===== config.mk =====
export PLATFORM = sky130hd
export DESIGN_NAME = fetch_unit
export DESIGN_NICKNAME = d
export VERILOG_FILES = /design/src/rtl/fetch_unit.sv
export SDC_FILE = /design/constraint.sdc
export NUM_CORES = 1
export LEC_CHECK = 0
export CAP_MARGIN = 5
export CORE_AREA = 2 2 104 106
export CTS_CLUSTER_SIZE = 10
export DETAILED_ROUTE_END_ITERATION = 10
export DIE_AREA = 0 0 106 108
export PLACE_DENSITY_LB_ADDON = 0.15
export SYNTH_ARGS = -nofsm -noshare
export SYNTH_HDL_FRONTEND = slang
export SYNTH_SLANG_ARGS = --single-unit

===== constraint.sdc =====
create_clock -name clk -period 3.79 [get_ports clk]
set_input_delay 0.5685 -clock clk [delete_from_list [all_inputs] [get_ports clk]]
set_output_delay 0.5685 -clock clk [all_outputs]
set_load 0.005 [all_outputs]

===== src/rtl/fetch_unit.sv =====
// Instruction-fetch stage: owns the PC, reads imem over req/ack,
// hands the latched word to decode and steers the PC on retire.
module fetch_unit #(
    parameter int unsigned    n        = 32,
    parameter logic [n-1:0]   RESET_PC = '0,
    parameter int unsigned    MAX_WAIT = 16
) (
    input  logic         clk,
    input  logic         reset,
    output logic         imem_req,
    output logic [n-1:0] imem_addr,
    input  logic         imem_ack,
    input  logic [n-1:0] imem_rdata,
    output logic [n-1:0] instr,
    output logic [3:0]   op,
    output logic [3:0]   funct,
    output logic         instr_valid,
    input  logic         instr_ready,
    input  logic         retire,
    input  logic         pcsrc,
    input  logic         jump,
    input  logic [n-1:0] branch_target,
    output logic [n-1:0] pc,
    output logic [n-1:0] pcplus4,
    output logic         fetch_err
);

    localparam int unsigned CW =
        (MAX_WAIT > 2) ? $clog2(MAX_WAIT) : 1;
    localparam logic [CW-1:0] CMAX = CW'(MAX_WAIT - 1);

    typedef enum logic [1:0] {
        S_REQ,
        S_VALID,
        S_EXEC,
        S_ERR
    } state_t;

    state_t         state_q;
    state_t         state_d;
    logic           req_q;
    logic [CW-1:0]  cnt_q;
    logic           err_q;
    logic [n-1:0]   pc_q;
    logic [n-1:0]   instr_q;
    logic [n-1:0]   pc_p4;
    logic [n-1:0]   pc_next;
    logic           in_req;
    logic           fire;
    logic           expire;
    logic           take_jump;
    logic           take_br;
    logic           take_seq;
    logic [1:0]     unused_tgt;

    // Low target bits are forced to zero, so they never reach the PC.
    assign unused_tgt = branch_target[1:0];

    // req_q is only high while in S_REQ; the post-reset cycle is a bubble
    // where the request is not yet visible and acks are ignored.
    assign in_req = (state_q == S_REQ) && req_q;
    assign fire   = in_req && imem_ack;
    assign expire = in_req && !imem_ack && (cnt_q == CMAX);

    assign pc_p4     = pc_q + n'(4);
    assign take_jump = jump;
    assign take_br   = !jump && pcsrc;
    assign take_seq  = !jump && !pcsrc;

    // Resolve the next PC: jump beats branch beats sequential.
    always_comb begin
        pc_next = pc_p4;
        unique case (1'b1)
            take_jump: pc_next = {pc_p4[n-1:n-4], instr_q[n-7:0], 2'b00};
            take_br:   pc_next = {branch_target[n-1:2], 2'b00};
            take_seq:  pc_next = pc_p4;
            default:   pc_next = pc_p4;
        endcase
    end

    // Next-state decode for the fetch handshake sequence.
    always_comb begin
        state_d = state_q;
        unique case (state_q)
            S_REQ: begin
                if (fire) begin
                    state_d = S_VALID;
                end else if (expire) begin
                    state_d = S_ERR;
                end
            end
            S_VALID: begin
                if (instr_ready) begin
                    state_d = S_EXEC;
                end
            end
            S_EXEC: begin
                if (retire) begin
                    state_d = S_REQ;
                end
            end
            S_ERR: begin
                state_d = S_ERR;
            end
            default: begin
                state_d = S_ERR;
            end
        endcase
    end

    // State register plus a registered request so imem_req has no
    // path from any input and is low while reset is held.
    always_ff @(posedge clk or negedge reset) begin
        if (!reset) begin
            state_q <= S_REQ;
            req_q   <= 1'b0;
        end else begin
            state_q <= state_d;
            req_q   <= (state_d == S_REQ);
        end
    end

    // Ack wait counter and sticky timeout flag.
    always_ff @(posedge clk or negedge reset) begin
        if (!reset) begin
            cnt_q <= '0;
            err_q <= 1'b0;
        end else if (fire) begin
            cnt_q <= '0;
        end else if (expire) begin
            cnt_q <= '0;
            err_q <= 1'b1;
        end else if (in_req) begin
            cnt_q <= cnt_q + CW'(1);
        end
    end

    // Instruction latch on ack and PC update on retire.
    always_ff @(posedge clk or negedge reset) begin
        if (!reset) begin
            pc_q    <= RESET_PC;
            instr_q <= '0;
        end else begin
            if (fire) begin
                instr_q <= imem_rdata;
            end
            if (state_q == S_EXEC && retire) begin
                pc_q <= pc_next;
            end
        end
    end

    assign imem_req    = req_q;
    assign imem_addr   = pc_q;
    assign instr       = instr_q;
    assign op          = instr_q[n-1:n-4];
    assign funct       = instr_q[3:0];
    assign instr_valid = (state_q == S_VALID);
    assign pc          = pc_q;
    assign pcplus4     = pc_p4;
    assign fetch_err   = err_q;

endmodule


Word-level counts from Yosys, hierarchy flattened
Index checks and enable logic that the tools add are counted.
{ "word_totals": {"register_bits": 72, "inputBits": 71, "out_inout_bits": 139, "elab_cells": 34} }
{ "classes": {"addsub": 2, "n_eq_ne": 4, "n_mux": 9, "bitwise": 1, "reduce_logical": 12} }
{ "ops": {"columns": ["operator", "count"], "rows": [
  ["case mux 32 bit (2 select lines)", 1],
  ["adder 32 x 3 -> 32 bit (second input constant)", 1],
  ["2-to-1 mux 4 bit", 3],
  ["2-to-1 mux 2 bit", 4],
  ["case mux 2 bit (4 select lines)", 1],
  ["logical AND 1 bit", 6],
  ["adder 4 x 1 -> 4 bit (second input constant)", 1],
  ["equality test 2 bit (second input constant)", 2],
  ["equality test 4 bit (second input constant)", 1],
  ["logical NOT 2 bit", 2],
  ["nonzero test 3 bit", 1],
  ["equality test 2 x 1 -> 1 bit (second input constant)", 1],
  ["logical NOT 1 bit", 2],
  ["AND reduction 2 bit", 1],
  ["inverter 1 bit", 1]
]} }

Longest topological paths before layout
Gate-level depths: netlist of run 1.
{ "logic_depth": {"ltp_word": 8, "depth_mapped": 7, "depth_no_buf": 5} }

Worst setup path after synthesis of run 1
No wires, ideal clock.
{ "synth_path": {"kind": "flip-flop to output port", "startpoint": "register pc_q[2], in the netlist imem_addr[2]", "endpoint": "output pcplus4[28]", "arrival_time_ns": 1.664, "t_required_ns": 3.222, "slack_ns": 1.558, "path_stages_with_launch": 6, "n_path_buf": 0, "path_cell_list": "dfrtp_1 ha_1 nand3_1 nor4_4 nand4_1 xnor2_1"} }
{ "synth_via": {"elab_chain_cells": 1} }
{ "synth_lines": {"columns": ["element", "line", "text"], "rows": [
  ["from (decl)", "44", "logic [n-1:0] pc_q;"],
  ["from (signal assigned)", "148", "pc_q <= pc_next;"],
  ["adder 32 x 3 -> 32 bit", "65", "assign pc_p4 = pc_q + n'(4);"],
  ["to (decl)", "24", "output logic [n-1:0] pcplus4,"]
]} }
No other way between the ends.

Final worst setup path of run 1
{ "layout_path": {"startpoint": "register pc_q[6], in the netlist imem_addr[6]", "endpoint": "output pcplus4[26]"} }
Same word-level chain as after synthesis.

==> summary.txt, run 1 <==
STA
  • Fin crit period: 3.55 ns
  • RSZ-0062 raised after global routing: no
  • Final worst slack: 0.245 ns
  • Max frequency: 0.282 GHz
  • Final Skew: 0.00757 ns
  • Final Hold Viols: 0
  • Slew HR: 34.2%
  • Setup TNS: 0 ns
  • Tcrit/Tclk final: 93.5%
  • Slew Viols, Final: 0
  • Final Setup Violations: 0
  • Worst slew pin tran: 0.984 ns

Route
  • First drt pass iteration count: 5
  • Vias: 4430
  • ANT nets after route: 0
  • Drt drc: 0
  • Routed length per instance: 18.1 um
  • DRT Wirelength: 14000 um
  • Vias per std cell: 5.72
  • Iteration-0 DRC Markers: 253

Floorplan
  • Core area: 0.0102 mm2
  • Starting Density: 45.1%
  • Die Y: 108 um
  • Standard-cell rows: 37
  • IO Pins: 210
  • Die Wd: 106 um
  • Die area: 0.0114 mm2

Yosys
  • Multiplexer share of the synthesized area: 8.68%
  • Top post-synthesis cells by area: dfrtp_1 (38%), mux2_2 (7.8%), buf_4 (7.3%), xnor2_1 (2.8%), o21ai_0 (2.8%)
  • Dominant synthesized flop cell: dfrtp_1
  • Most common cell in the synthesized netlist: dfrtp_1
  • Avg Cell Area, Syn: 9.35 um2
  • Biggest area consumer among synthesized cells: dfrtp_1
  • Distinct cells, synth: 57
  • Share of the synthesized area in the top cell type: 38.0%
  • Synth Warn #: 0
  • Synth Cell Area: 0.00461 mm2
  • Async S/R FF share, synth: 100%
  • Post-Synth Simple-Gate Area: 19.8%
  • Post-synthesis compound-gate area fraction: 16.2%
  • XOR/XNOR share of the synthesized area: 4.94%
  • Top cells by instance count after synthesis: dfrtp_1 (70), buf_4 (45), nand2_1 (34)
  • Post-synthesis sequential area ratio: 38.0%
  • Adder-cell share of the synthesized area: 0.543%
  • Mapped Cells: 493
  • Post-synth EDFFs: 0
  • Largest family of logic cells by synthesized area: simple AND/OR/NAND/NOR gates
  • Synthesis-stage register bit count: 70

Setup path
  • Worst R2R Start: imem_addr[3]
  • Critical path data required time: 3.22 ns
  • Worst path max stage delay: 0.60 ns
  • Cells on worst reg2reg path: 6
  • CP Launch Point: imem_addr[6]
  • Critical-path top delay cell: nor4_4
  • CP Capture Type: output pin
  • Reg2reg end: imem_addr[22]
  • Worst EP arrival: 2.98 ns
  • CP max FO: 11
  • Crit-path cells: nand4_2 -> nor4_4 -> and4_1 -> xor2_1 -> clkdlybuf4s50_1
  • FF-to-FF setup slack: 1.42 ns
  • Crit Path Category: flip-flop to output pin
  • Critical path startpoint category: flip-flop

Power
  • Worst VDD drop: 407 uV
  • Pwr/cell area: 727 mW/mm2
  • Leakage: 2.69 nW

Placed design
  • Place WS: 0.499 ns
  • Routability cong.: 0.838
  • Port Buf Inserts: 201
  • Hpwl dp: 9660 um

GRT
  • Largest net degree at the start of global routing: 71
  • Congestion Overflow GR: 0
  • All-Layer GR Usage: 24.4%
  • Initial antenna violation count: 0
  • First-pass GRT wire length: 22100 um
  • Vias in the first global route: 4368

Layout
  • Final #Nets: 707
  • Area grow syn2layout: 43.2%
  • Fillers: 837
  • Area of the multi-input gates: 0.00234 mm2
  • Share of cells above drive strength 1: 10.8%
  • Post-layout utilization of the core: 64.5%
  • ANT cells: 0
  • Register area: 0.00175 mm2

Clocking
  • # H-tree levels: 3
  • Max clock buf depth: 2
  • Root Driver: clkbuf_8
  • TritonCTS clock tree: built
  • Worst-path clk slew: 0.07 ns
  • CTS buffer count: 9
  • Clock sink count: 70
  • Worst-skew pair later-pin latency: 0.35 ns

Worst hold path
  • Hold Crit Class: input port to async pin

Outcome
  • Status: finished, final reports clean

Flow run
  • Max cap viols: 0
-- report_power, final --
part           total, mW  internal [mW]  switching [mW]
registers           1.63           1.09           0.547
clock network      0.714          0.424           0.289
logic               2.45           1.61           0.841
-- final cells by class --
cell class / instances / area share (%)
clock buffers: 13 / 2.56
clock inverters: 3 / 0.986
inverters: 9 / 0.512
multi-input cells: 335 / 35.5
flip-flops and latches: 70 / 26.5
well taps: 136 / 2.58
repair buffers: 209 / 31.3
-- layout by cell type (no fill, tap or decap), types with 9 or more instances in the layout --
cell type | Yosys | layout
o211ai_1 | 9 | 9
inv_1 | 9 | 9
o21ai_0 | 26 | 26
nand3_1 | 18 | 18
xor2_1 | 11 | 11
buf_4 | 45 | 9
a21oi_1 | 17 | 17
mux2_2 | 32 | 32
xnor2_1 | 15 | 15
clkbuf_8 | 0 | 12
dfrtp_1 | 70 | 70
nand2_1 | 34 | 34
clkdlybuf4s50_1 | 0 | 200
nor3_1 | 19 | 19
and3_1 | 14 | 14
nor2_1 | 23 | 23
-- cells by family after synthesis --
family	count (synthesis)
xor+xnor	26
mux	36
fa+ha+maj	2
simple gates	157
buf+inv	93
compound gates	108
other cells	1
flops	70
-- worst max-delay path by stage --
stage	end	slack [ns]
floorplan	pcplus4[28]	1.56
global placement	pcplus4[22]	0.56
detailed placement	pcplus4[22]	0.50
CTS	pcplus4[22]	0.11
global route	pcplus4[26]	0.09
finish	pcplus4[26]	0.24
-- metal layers --
layer	GRT usage, %	vias up	wire, um
met5	0	-	0
met4	11.4	0	380
met3	5.12	31	978
met2	40.5	207	6790
met1	30.8	2160	5880
li1	-	2032	-
-- per-stage QoR --
step	hold slack (ns)	total power, mW	cell area, um2	instances
after floorplan	0.273	2.75	4630	498
after global routing	0.431	5.11	6600	775
after global placement	0.451	4.02	6340	756
after detailed placement	0.458	4.10	6340	756
after CTS	0.388	4.83	6580	772
final	0.357	4.80	6600	775
-- flip-flops by register name (all words and copies together) (netlist names) --
name	flops
cnt_q	4
fetch_err	1
imem_addr	30
imem_req	1
instr	32
state_q	2
-- critical path: cells and delay by family, from the launching register on --
family	cells	cell delay (ns)
AND/OR/NAND/NOR	3	1.36
flip-flops	1	0.59
XOR/XNOR	1	0.15
buffers and inverters	1	0.53
-- what timing repair did --
action | 4_1_cts | 5_1_grt
hold buffers | 0 | 0
buffers inserted | 0 | 3
endpoints found under the hold margin | 0 | 0
setup endpoints to repair | 0 | 2
gates resized for setup | 0 | 0
Note: power is estimated with default switching activity, not from simulation.
==> inputs of run 2 (changes only) <==
--- a/config.mk
+++ b/config.mk
@@ -10,6 +10,7 @@
 export CTS_CLUSTER_SIZE = 10
 export DETAILED_ROUTE_END_ITERATION = 10
 export DIE_AREA = 0 0 106 108
+export GPL_TIMING_DRIVEN = 0
 export PLACE_DENSITY_LB_ADDON = 0.15
 export SYNTH_ARGS = -nofsm -noshare
 export SYNTH_HDL_FRONTEND = slang
==> run 2 against run 1 <==
  * Cell count rose by 10%
  * Sequential share of layout area fell by 1.8 points
  * Combinational power rose by 21%
  * Clock-buffer cell count fell by 2
  * Via count rose by 7.1%
  * Clock skew rose by 0.0038 ns
  * Highest routed layer unchanged
==> summary.txt, run 2 (same netlist as run 1, synthesis figures left out) <==
Outcome
  • Status: finished, final reports clean

GRT
  • Largest net degree at the start of global routing: 69 (-2.8%)
  • Initial antenna violation count: 0 (unchanged)
  • GRT Max-Usage Layer: met2
  • All-Layer GR Usage: 27.1% (+2.7 points)
  • Vias in the first global route: 4717 (+8.0%)
  • First-pass GRT wire length: 24400 um (+10%)
  • M1 GR Usage: 34.7% (+3.9 points)
  • Global Route met2 Usage: 45.7% (+5.2 points)
  • M3 GR Usage: 5.79% (+0.66 points)
  • Congestion Overflow GR: 0 (unchanged)

STA
  • Tcrit/Tclk final: 95.5% (+1.9 points)
  • Final Hold Viols: 0 (unchanged)
  • Worst slew pin tran: 0.685 ns (-0.300 ns)
  • Final Setup Violations: 0 (unchanged)
  • Hold slack: 0.502 ns (+0.145 ns)
  • Max frequency: 0.276 GHz (-2.0%)
  • Final Skew: 0.0114 ns (+0.00380 ns)
  • Fin crit period: 3.62 ns (+0.0736 ns)
  • RSZ-0062 raised after global routing: no
  • Slew Viols, Final: 0 (unchanged)
  • Slew HR: 54.3% (+20 points)

Setup path
  • Crit path top cell by count: nand3_1
  • Largest delay share family, worst path: simple AND/OR/NAND/NOR gates
  • CP max FO: 9 (-2)
  • Worst path max stage delay: 0.54 ns (-0.06 ns)
  • CP Launch Point: imem_addr[2]
  • Crit path buf inv count: 2 (+1)
  • Critical path startpoint category: flip-flop
  • Worst EP arrival: 3.05 ns (+0.07 ns)
  • WP depth: 7 (+2)
  • Crit path capture: pcplus4[22]
  • Worst R2R Start: imem_addr[2]
  • Cells on worst reg2reg path: 6 (unchanged)
  • Reg2reg end: imem_addr[22]
  • Critical-path top delay cell: clkdlybuf4s50_1
  • Critical path data required time: 3.22 ns (about the same)
  • CP Capture Type: output pin
  • FF-to-FF setup slack: 1.38 ns (-0.04 ns)
  • Crit Path Category: flip-flop to output pin
  • Crit-path cells: ha_1 -> nand3_1 -> nor4_4 -> buf_4 -> nand3_1 -> xnor2_1 -> clkdlybuf4s50_1

Route
  • Drt drc: 0 (unchanged)
  • DRT Wirelength: 15400 um (+10%)
  • Iteration-0 DRC Markers: 294 (+16%)
  • First drt pass iteration count: 6 (+1)
  • ANT nets after route: 0 (unchanged)
  • Vias per std cell: 5.55 (-2.9%)
  • Routed length per instance: 18.1 um (-0.26%)
  • Vias: 4744 (+7.1%)

Floorplan
  • Die Y: 108 um (unchanged)
  • IO Pins: 210 (unchanged)
  • Standard-cell rows: 37 (unchanged)
  • Die Wd: 106 um (unchanged)
  • Starting Density: 45.1% (unchanged)
  • Core area: 0.0102 mm2 (unchanged)
  • Die area: 0.0114 mm2 (unchanged)

Layout
  • Most common cell after layout, fill and taps aside: clkdlybuf4s50_1
  • Max reg flops: 32 (unchanged)
  • Register area: 0.00175 mm2 (unchanged)
  • Area grow syn2layout: 53.3%
  • ANT cells: 0 (unchanged)
  • Post-Layout Inst Area: 0.00707 mm2 (+7.1%)
  • Post-Layout Cell Count: 855 (+10%)
  • Fillers: 825 (-1.4%)
  • Final #Nets: 787 (+11%)
  • Area of the multi-input gates: 0.00233 mm2 (-0.32%)
  • Share of cells above drive strength 1: 17.4% (+6.6 points)
  • Leading cell types in the layout, fill and taps excluded: clkdlybuf4s50_1 (199), dfrtp_1 (70), buf_4 (49)

Flow run
  • Max cap viols: 0 (unchanged)

Clocking
  • Max clock buf depth: 2 (unchanged)
  • TritonCTS clock tree: built
  • Root Driver: clkbuf_8
  • Worst-skew pair later-pin latency: 0.36 ns (about the same)
  • CTS buffer count: 9 (unchanged)
  • Clock sink count: 70 (unchanged)
  • Worst-path clk slew: 0.09 ns (+0.02 ns)
  • # H-tree levels: 3 (unchanged)
  • PostCTS Resize Cnt: 0 (unchanged)

Power
  • Leakage: 2.97 nW (+10%)
  • Power share of the sequential group: 29.5% (-4.6 points)
  • Clk network pwr share: 12.7% (-2.2 points)
  • Logic gate share of total power: 57.8% (+6.8 points)
  • Pwr/cell area: 724 mW/mm2 (-0.39%)
  • Net Switching: 1.81 mW (+8.1%)
  • Tot Pwr: 5.12 mW (+6.7%)
  • Pint: 3.30 mW (+5.9%)
  • Worst VDD drop: 366 uV (-10%)
  • Sw Share: 35.4% (+0.47 points)

Worst hold path
  • Hold Crit Class: flip-flop to flip-flop
  • Worst Hold Depth: 1

Placed design
  • Placed Instance Area: 0.00683 mm2 (+7.6%)
  • Port Buf Inserts: 200 (-0.50%)
  • DP Cell Count: 835 (+10%)
  • Routability cong.: 0.903 (+7.8%)
  • Hpwl dp: 11400 um (+18%)
-- run 2: what timing repair did --
action | 4_1_cts | 5_1_grt
setup endpoints to repair | 0 | 2
setup buffers | 0 | 3
hold buffers | 1 | 0
hold endpoints to repair | 2 | 0
-- run 2: worst register-to-register path: cells and delay by family, from the launching register on --
kind                       cells  cell delay, ns
DFF                            1            0.49
buffers and inverters          1            0.20
AOI/OAI and AO/OA              1            0.35
adders and majority gates      1            0.30
and+or+nand+nor                3            0.95
-- run 2: layout make-up --
class	instances	share of cell area (%)
Clock inverter	5	0.814
Sequential cell	70	24.8
Multi-Input combinational cell	335	33.0
Buffer	84	7.20
Inverter	9	0.478
Timing Repair Buffer	205	29.1
Clock buffer	11	2.14
Tap cell	136	2.41
-- run 2: power by group through the flow --
stage | registers (mW) | clock network (mW) | logic [mW]
after floorplan | 1.44 | 0 | 1.32
after global placement | 1.49 | 0 | 2.89
after detailed placement | 1.51 | 0 | 2.96
after CTS | 1.50 | 0.658 | 2.97
after global routing | 1.57 | 0.688 | 3.19
final | 1.51 | 0.651 | 2.96
-- run 2: how the worst min path moves through the flow --
stage                     startpoint   endpoint  slack [ns]
final                      fetch_err  fetch_err        0.50
after detailed placement       reset   cnt_q[1]        0.38
after CTS                  fetch_err  fetch_err        0.51
after global routing           reset   cnt_q[1]        0.54
after global placement     fetch_err  fetch_err        0.45
after floorplan                reset   cnt_q[0]        0.27
-- run 2: stage by stage --
stage | setup slack, ns | util [%] | TNS, ns
5_1_grt | 0.0838 | 69.1 | 0
6_report | 0.171 | 69.1 | 0
3_3_place_gp | -0.405 | 66.5 | -28.01
4_1_cts | 0.0854 | 68.9 | 0
3_5_place_dp | 0.469 | 66.7 | 0
2_1_floorplan | 1.56 | - | 0
-- run 2: metal layers --
layer	vias up	part of all wire [%]	wire [um]
li1	2188	-	-
met1	2256	39	6100
met2	265	49	7630
met3	35	8.6	1320
met4	0	2.5	386
met5	-	0	0
